===== src/rtl/ecfg_pkg.sv =====
// Shared constants and helpers for the ecfg register block.
package ecfg_pkg;

  localparam int unsigned DATA_W    = 32;
  localparam int unsigned ADDR_W    = 16;
  localparam int unsigned WE_W      = 4;
  localparam int unsigned SEL_W     = 3;
  localparam int unsigned STATUS_W  = 8;
  localparam int unsigned RST_CNT_W = 8;

  // Byte offsets of the registers inside the 32-byte window
  localparam logic [ADDR_W-1:0] OFS_RESET   = 16'h0000;
  localparam logic [ADDR_W-1:0] OFS_CFG     = 16'h0004;
  localparam logic [ADDR_W-1:0] OFS_STATUS  = 16'h0008;
  localparam logic [ADDR_W-1:0] OFS_VERSION = 16'h000C;
  localparam logic [ADDR_W-1:0] OFS_TIMER   = 16'h0010;
  localparam logic [ADDR_W-1:0] OFS_SCRATCH = 16'h0014;

  // Word selects derived from the offsets (address bits [4:2])
  localparam logic [SEL_W-1:0] SEL_RESET   = OFS_RESET[4:2];
  localparam logic [SEL_W-1:0] SEL_CFG     = OFS_CFG[4:2];
  localparam logic [SEL_W-1:0] SEL_STATUS  = OFS_STATUS[4:2];
  localparam logic [SEL_W-1:0] SEL_VERSION = OFS_VERSION[4:2];
  localparam logic [SEL_W-1:0] SEL_TIMER   = OFS_TIMER[4:2];
  localparam logic [SEL_W-1:0] SEL_SCRATCH = OFS_SCRATCH[4:2];

  // Replace only the byte lanes whose write enable is set
  function automatic logic [DATA_W-1:0] byte_merge(
    input logic [DATA_W-1:0] cur,
    input logic [DATA_W-1:0] din,
    input logic [WE_W-1:0]   we
  );
    logic [DATA_W-1:0] res;
    res = cur;
    for (int i = 0; i < WE_W; i++) begin
      if (we[i]) res[8*i +: 8] = din[8*i +: 8];
    end
    return res;
  endfunction

endpackage


===== src/rtl/ecfg_if.sv =====
// Memory-style access port between the AXI-lite bridge and ecfg_regs.
interface ecfg_if;
  import ecfg_pkg::*;

  logic              mi_en;
  logic [WE_W-1:0]   mi_we;
  logic [ADDR_W-1:0] mi_addr;
  logic [DATA_W-1:0] mi_din;
  logic [DATA_W-1:0] mi_rd_data;

  modport master (output mi_en, mi_we, mi_addr, mi_din, input mi_rd_data);
  modport slave  (input mi_en, mi_we, mi_addr, mi_din, output mi_rd_data);
endinterface


===== src/rtl/ecfg_pulse_gen.sv =====
// Fixed-length software reset pulse; re-triggers while busy are ignored.
module ecfg_pulse_gen
  import ecfg_pkg::*;
#(
  parameter int unsigned RST_CYCLES = 16
) (
  input  logic clk,
  input  logic reset,
  input  logic load,
  output logic busy
);

  logic [RST_CNT_W-1:0] count;

  // Load on an idle trigger, then count down; busy is high exactly while count != 0
  always_ff @(posedge clk) begin
    if (reset) begin
      count <= '0;
      busy  <= 1'b0;
    end else if (load && !busy) begin
      count <= RST_CNT_W'(RST_CYCLES);
      busy  <= 1'b1;
    end else if (busy) begin
      count <= count - RST_CNT_W'(1);
      busy  <= (count > RST_CNT_W'(1));
    end
  end

endmodule


===== src/rtl/ecfg_regs.sv =====
// ecfg configuration register block.
// Optional TIMER register and timer_expired pulse are built only when
// ECFG_TIMER_EN is defined; otherwise 0x10 reads 0 and timer_expired is 0.
module ecfg_regs
  import ecfg_pkg::*;
#(
  parameter int unsigned       RST_CYCLES = 16,
  parameter logic [DATA_W-1:0] VERSION    = 32'h0000_0100
) (
  input  logic                clk,
  input  logic                reset,
  ecfg_if.slave               mi,
  input  logic [STATUS_W-1:0] status_in,
  output logic                soft_reset,
  output logic [DATA_W-1:0]   ecfg_cfg,
  output logic                timer_expired
);

  logic                hit;
  logic                wr_hit;
  logic                rd_hit;
  logic [SEL_W-1:0]    sel;
  logic                wr_cfg;
  logic                wr_scratch;
  logic                wr_timer;
  logic                rst_trig;
  logic [STATUS_W-1:0] status_clr;
  logic [STATUS_W-1:0] status_q;
  logic [DATA_W-1:0]   scratch_q;
  logic [DATA_W-1:0]   timer_q;
  logic [DATA_W-1:0]   rd_val;
  logic                unused_addr;

  // Byte-offset bits inside a word carry no meaning for this block
  assign unused_addr = ^mi.mi_addr[1:0];

  // Address decode: only the low 32-byte window responds
  always_comb begin
    sel        = mi.mi_addr[4:2];
    hit        = mi.mi_en && (mi.mi_addr[ADDR_W-1:5] == '0);
    wr_hit     = hit && (mi.mi_we != '0);
    rd_hit     = hit && (mi.mi_we == '0);
    wr_cfg     = wr_hit && (sel == SEL_CFG);
    wr_scratch = wr_hit && (sel == SEL_SCRATCH);
    wr_timer   = wr_hit && (sel == SEL_TIMER);
    rst_trig   = wr_hit && (sel == SEL_RESET) && mi.mi_we[0] && mi.mi_din[0];
    status_clr = (wr_hit && (sel == SEL_STATUS) && mi.mi_we[0])
                 ? mi.mi_din[STATUS_W-1:0] : '0;
  end

  ecfg_pulse_gen #(
    .RST_CYCLES (RST_CYCLES)
  ) u_pulse (
    .clk   (clk),
    .reset (reset),
    .load  (rst_trig),
    .busy  (soft_reset)
  );

  // CFG and SCRATCH: byte-lane writable storage
  always_ff @(posedge clk) begin
    if (reset) begin
      ecfg_cfg  <= '0;
      scratch_q <= '0;
    end else begin
      if (wr_cfg)     ecfg_cfg  <= byte_merge(ecfg_cfg, mi.mi_din, mi.mi_we);
      if (wr_scratch) scratch_q <= byte_merge(scratch_q, mi.mi_din, mi.mi_we);
    end
  end

  // STATUS: sticky set from status_in, W1C from software; set wins
  always_ff @(posedge clk) begin
    if (reset) begin
      status_q <= '0;
    end else begin
      status_q <= (status_q & ~status_clr) | status_in;
    end
  end

`ifdef ECFG_TIMER_EN
  // TIMER: saturating down-counter; a write overrides the decrement
  always_ff @(posedge clk) begin
    if (reset) begin
      timer_q       <= '0;
      timer_expired <= 1'b0;
    end else begin
      timer_expired <= !wr_timer && (timer_q == DATA_W'(1));
      if (wr_timer) begin
        timer_q <= byte_merge(timer_q, mi.mi_din, mi.mi_we);
      end else if (timer_q != '0) begin
        timer_q <= timer_q - DATA_W'(1);
      end
    end
  end
`else
  assign timer_q       = '0;
  assign timer_expired = 1'b0;
  logic unused_timer;
  assign unused_timer = wr_timer;
`endif

  // Read mux; unmapped words inside the window read as 0
  always_comb begin
    rd_val = '0;
    case (sel)
      SEL_RESET:   rd_val = {{(DATA_W-1){1'b0}}, soft_reset};
      SEL_CFG:     rd_val = ecfg_cfg;
      SEL_STATUS:  rd_val = {{(DATA_W-STATUS_W){1'b0}}, status_q};
      SEL_VERSION: rd_val = VERSION;
      SEL_TIMER:   rd_val = timer_q;
      SEL_SCRATCH: rd_val = scratch_q;
      default:     rd_val = '0;
    endcase
  end

  // Read data updates only on a read hit and holds otherwise
  always_ff @(posedge clk) begin
    if (reset) begin
      mi.mi_rd_data <= '0;
    end else if (rd_hit) begin
      mi.mi_rd_data <= rd_val;
    end
  end

endmodule


===== src/flat_wrapper.sv =====
// flat-port wrapper written by rule: the top's interface ports become plain ports
module ecfg_regs_flat import ecfg_pkg::*;
#(
  parameter int unsigned       RST_CYCLES = 16,
  parameter logic [DATA_W-1:0] VERSION    = 32'h0000_0100
)
  (clk, reset, status_in, soft_reset, ecfg_cfg, timer_expired, mi_mi_en, mi_mi_we, mi_mi_addr, mi_mi_din, mi_mi_rd_data);
  ecfg_if mi_i ();
  input  logic clk;
  input  logic reset;
  input  logic [STATUS_W-1:0] status_in;
  output logic soft_reset;
  output logic [DATA_W-1:0] ecfg_cfg;
  output logic timer_expired;
  input wire logic [$bits(mi_i.mi_en)-1:0] mi_mi_en;
  input wire logic [$bits(mi_i.mi_we)-1:0] mi_mi_we;
  input wire logic [$bits(mi_i.mi_addr)-1:0] mi_mi_addr;
  input wire logic [$bits(mi_i.mi_din)-1:0] mi_mi_din;
  output wire logic [$bits(mi_i.mi_rd_data)-1:0] mi_mi_rd_data;
  assign mi_i.mi_en = mi_mi_en;
  assign mi_i.mi_we = mi_mi_we;
  assign mi_i.mi_addr = mi_mi_addr;
  assign mi_i.mi_din = mi_mi_din;
  assign mi_mi_rd_data = mi_i.mi_rd_data;
  ecfg_regs #(.RST_CYCLES(RST_CYCLES), .VERSION(VERSION)) u_core (.clk(clk), .reset(reset), .mi(mi_i), .status_in(status_in), .soft_reset(soft_reset), .ecfg_cfg(ecfg_cfg), .timer_expired(timer_expired));
endmodule

===== config.mk =====
export PLATFORM = sky130hd
export DESIGN_NAME = ecfg_regs_flat
export DESIGN_NICKNAME = d
export VERILOG_FILES = /design/src/rtl/ecfg_pkg.sv /design/src/rtl/ecfg_if.sv /design/src/rtl/ecfg_pulse_gen.sv /design/src/rtl/ecfg_regs.sv /design/src/flat_wrapper.sv
export SDC_FILE = /design/constraint.sdc
export NUM_CORES = 1
export LEC_CHECK = 0
export BUFFER_PORTS_ARGS = -buffer_cell sky130_fd_sc_hd__buf_2
export CORE_MARGIN = 2
export CORE_UTILIZATION = 40
export DETAILED_ROUTE_END_ITERATION = 10
export GPL_ROUTABILITY_DRIVEN = 0
export PLACE_DENSITY_LB_ADDON = 0.2
export SLEW_MARGIN = 20
export SYNTH_ARGS = -nofsm -noshare
export SYNTH_HDL_FRONTEND = slang
export SYNTH_SLANG_ARGS = --single-unit

===== constraint.sdc =====
create_clock -name clk -period 2.4 [get_ports clk]
set_input_delay 0.24 -clock clk [delete_from_list [all_inputs] [get_ports clk]]
set_output_delay 0.24 -clock clk [all_outputs]
set_load 0.02 [all_outputs]

### After elaboration in Yosys (flattened, before gate mapping)

Cells that the tools add are included.

| word-level totals | value |
|---|---|
| register bits | 113 |
| input bits | 63 |
| output and inout bits | 66 |
| word-level logic and storage cells | 54 |

| cells by class | value |
|---|---|
| $add $sub $neg | 1 |
| order comparisons | 1 |
| equal/unequal tests | 4 |
| mux-type cells | 6 |
| bitwise operators | 3 |
| reduce and logical (&&, ||, !) cells | 26 |

Operator list:

| cell | count |
|---|---|
| $pmux W32 S5 | 1 |
| $reduce_and A2 Y1 | 8 |
| $logic_and A1 B1 Y1 | 11 |
| $logic_not A11 Y1 | 1 |
| $mux W5 | 2 |
| $and A8 B8 Y8 | 1 |
| $gt A8 B1 Y1 const B | 1 |
| $mux W8 | 1 |
| $not A8 Y8 | 1 |
| $or A8 B8 Y8 | 1 |
| $sub A8 B1 Y8 const B | 1 |
| $eq A3 B2 Y1 const B | 2 |
| $logic_not A4 Y1 | 1 |
| $reduce_bool A4 Y1 | 1 |
| $eq A3 B1 Y1 const B | 1 |
| $eq A3 B3 Y1 const B | 1 |
| $logic_not A3 Y1 | 1 |
| $mux W1 | 2 |
| $reduce_bool A2 Y1 | 1 |
| $reduce_or A2 Y1 | 1 |
| $logic_not A1 Y1 | 1 |

### Longest topological paths before layout

| logic depth | value |
|---|---|
| depth after elaboration | 9 |
| mapped depth | 7 |

### Hierarchy

A second synthesis with hierarchy kept.

| unflattened totals | value |
|---|---|
| cell total of the unflattened synthesis | 544 |
| area, all modules | 4867.2 µm² |

Modules (own cells, without submodules):

| module | times used | cells an instance | area each (µm²) |
|---|---|---|---|
| ecfg_regs | 1 | 497 | 4433.0 |
| ecfg_pulse_gen | 1 | 47 | 434.2 |

### Worst setup path after synthesis

Ideal clock, no wire load.

| timing path | value |
|---|---|
| path type | input to register |
| start point | input port mi_mi_addr[7] |
| end point | register u_core.scratch_q[0] |
| setup time | 0.128 ns |
| arrival | 1.767 ns |
| data required time | 2.272 ns |
| setup slack | 0.505 ns |
| stages | 5 |
| cells stage by stage | or4_1 > buf_2 > nor4_4 > mux2i_1 > nor2_1 |

| on the way | value |
|---|---|
| cells in the longest elaborated chain, start to end | 5 |

Ends and longest elaborated chain:

| element | RTL line | RTL |
|---|---|---|
| from (decl) | flat_wrapper.sv:17 | `input wire logic [$bits(mi_i.mi_addr)-1:0] mi_mi_addr;` |
| $logic_not A11 Y1 | ecfg_regs.sv:40 | `hit = mi.mi_en && (mi.mi_addr[ADDR_W-1:5] == '0);` |
| $logic_and A1 B1 Y1 | ecfg_regs.sv:40 |  |
| $logic_and A1 B1 Y1 | ecfg_regs.sv:41 | `wr_hit = hit && (mi.mi_we != '0);` |
| $logic_and A1 B1 Y1 | ecfg_regs.sv:44 | `wr_scratch = wr_hit && (sel == SEL_SCRATCH);` |
| $reduce_and A2 Y1 (no source line) | -- |  |
| to (signal assigned) | ecfg_regs.sv:67 | `if (wr_scratch) scratch_q <= byte_merge(scratch_q, mi.mi_din, mi.mi_we);` |
| to (decl) | ecfg_regs.sv:29 | `logic [DATA_W-1:0] scratch_q;` |

Every way passes these cells.
A chain may end at the register's enable or synchronous reset.

### Final worst setup path

| timing path | value |
|---|---|
| start point | input port mi_mi_addr[7] |
| end point | register u_core.scratch_q[7] |

The elaborated chain is that of the path after synthesis.

==> metrics.yaml <==
timing:
  period_needed_ns: 1.640
  skew_ns: 0.005650
  setup_ws_ns: 0.7605
  slew_violations: 0
  setup_viol: 0
  rsz0062_at_grt: "false"
  setup_tns_ns: 0
  slew_headroom: 0.5157
  hold_viol_final: 0
  fin_crit_sh: 0.6831
  tightest_slew_ns: 0.7238
  fin_hold_ws_ns: 0.05187
  max_clock_freq_ghz: 0.6099
setup_path:
  path_cells: "buf_2 -> or4_1 -> nor4_4 -> buf_4 -> mux2i_1 -> nor2_1"
  required_ns: 2.67
  critPathBufInv: 2
  critPathMaxStageDelay_ns: 0.73
  endpoint_kind: "flop"
  cp-start-kind: "input pin"
  cp_top_family: "simple AND/OR/NAND/NOR gates"
  arrival_ns: 1.91
  worstPathMaxFanout: 8
  criticalPathCategory: "in -> reg"
  worst_path_max_delay_cell: "or4_1"
finish:
  layout.cells.non_filler: 815
  drive_above_1_share: 0.2740
  fillCellCount: 1115
  num_antenna_cells: 0
  nNetsFinal: 720
  area_growth_pct: 29.06
  final_util: 0.5257
  regArea_sq_um: 2262
  finish.instance_area_sq_um: 6262
  multi_input_area_sq_um: 2399
run:
  max-cap-violations: 0
detailed_routing:
  drcViolationCount: 0
  firstDrtPassIters: 4
  drtIter0Drc: 259
  routed_wl_um: 12700
  viasPerCell: 5.270
  postRouteAntennaNets: 0
  num_vias: 4295
  routedWlPerCell_um: 15.59
floorplanning:
  dieArea_sq_um: 13030
  die_w_um: 114.1
  coreArea_sq_um: 11910
  initial_core_util: 0.4074
  die_h_um: 114.1
  io_pins: 129
  std_cell_rows: 40
yosys:
  yosysTopAreaCellShare: 0.4662
  syn_nets: 591
  synth_top_cell_by_area: "dfxtp_1"
  yosys_warnings: 0
  yosysSeqAreaShare: 0.4662
  synth-seq-cells: 113
  syn_area_per_cell_sq_um: 9.225
  synth_cell_type_count: 42
  synth_area_sq_um: 4852
  synthCells: 526
  synthTopCellsByArea: "dfxtp_1, mux2i_1, nor2_1"
grt:
  met3_usage: 0.06723
  grt_first_pass_wirelength_um: 20710
  grt_max_degree: 59
  top_usage_layer: "met2"
  grtUsageTotal: 0.2038
  met1_usage: 0.2555
  grt_pass1_vias: 4154
  grt_overflow: 0
  antenna_found_initial: 2
  use_met2: 0.3246
clock_tree:
  root_buffer: "clkbuf_16"
  post_cts_buffers: 0
  cts_resized: 0
  cts_hold_buf: 0
  cts_inserted_buffers: 17
  insertion_delay_ns: 0.41
  clkTransAtPathRegs_ns: 0.05
  cts_tree: "built"
  htree_levels: 4
  clockBufferDepth: 2
  cts_sinks: 113
power_and_ir_drop:
  powerDensity_nw_per_um2: 722.9
  peakVddDrop_uv: 356.6
  p_total_mw: 4.527
  p_leak_nw: 2.798
min_path:
  worstHoldPathType: "in -> reg"
status:
  status: "finished, final reports clean"
place:
  port_buffers: 125
  place.detailed.hpwl_um: 8679
  place_area_sq_um: 5680
  place_ws_ns: 0.3004
  dpl.cell_count: 783
==> sequential cells by signal, summed over array words and instances, names as in the netlist <==
register              cells
u_core.ecfg_cfg          32
u_core.scratch_q         32
u_core.status_q           8
u_core.u_pulse.busy       1
u_core.mi.mi_rd_data     32
u_core.u_pulse.count      8
==> layer usage <==
| metal | part of all wire | wire (um) | vias to the layer above |
|---|---|---|---|
| met3 | 0.061 | 771 | 22 |
| met5 | 0.0024 | 30 | - |
| met1 | 0.45 | 5720 | 2051 |
| li1 | - | - | 2105 |
| met2 | 0.47 | 5928 | 113 |
| met4 | 0.020 | 252 | 4 |
==> final timing paths <==
kind                                 start                  endpoint  slack (ns)  cells past startpoint
setup / recovery             mi_mi_addr[7]       u_core.scratch_q[7]        0.76                      6
hold / removal                mi_mi_din[6]        u_core.status_q[6]        0.05                      2
setup reg to reg       u_core.u_pulse.busy   u_core.u_pulse.count[5]        0.85                      4
hold reg to reg   u_core.mi.mi_rd_data[21]  u_core.mi.mi_rd_data[21]        0.45                      2
==> logic make-up after synthesis <==
group | share of synthesized area
flops | 0.4662
mux | 0.1650
fa+ha+maj | 0.005156
xor+xnor | 0.009027
other cells | 0.0007729
simple gates | 0.2352
buf+inv | 0.03945
compound gates | 0.07917
==> Yosys cell counts (all sizes together) <==
library cell / n
a311oi: 8
nand3: 18
inv: 10
mux2i: 80
conb: 1
and4: 1
nor2: 84
xor2: 2
nand4b: 2
nand4: 7
nor3: 9
buf: 10
or4bb: 1
and4b: 2
or3: 23
o31a: 1
nor2b: 1
nand2b: 2
o32ai: 1
a31o: 1
and3: 1
nor4b: 3
o211ai: 1
nor4bb: 3
xnor2: 3
or4: 2
or4b: 1
a211oi: 8
dfxtp: 113
a21oi: 43
nand3b: 2
nand2: 45
nor4: 8
ha: 2
clkbuf: 26
o21ai: 1
==> report_power, final <==
group	internal (mW)	switching (mW)
Sequential	1.89	0.00516
Clock	1.61	0.822
Combinational	0.0785	0.123
Total	3.58	0.950
==> final cells by class <==
| type | instances | area share |
|---|---|---|
| inverters | 10 | 0.005994 |
| multi-input cells | 367 | 0.3830 |
| flip-flops and latches | 113 | 0.3612 |
| repair buffers | 146 | 0.1275 |
| clock inverters | 4 | 0.007193 |
| clock buffers | 28 | 0.08571 |
| well taps | 147 | 0.02937 |
==> cells in the final DEF (no fill, tap or decap), types with 2 or more instances in the layout <==
cell,instances
xnor2_1,3
or4_1,2
a311oi_1,8
nand3_1,18
buf_2,124
a211oi_1,8
nand4_1,7
or3_1,23
ha_1,2
dfxtp_1,113
and4b_1,2
nand2b_1,2
a21oi_1,43
nor4_4,5
nor4bb_1,3
buf_4,21
clkbuf_8,7
nor4_1,3
mux2i_1,80
clkbuf_1,4
clkbuf_16,17
nor2_1,84
nand4b_1,2
inv_1,10
nor3_1,8
xor2_1,2
nand3b_1,2
nor4b_1,2
clkinv_2,3
nand2_1,45
Note: power is estimated with default switching activity, not from simulation.
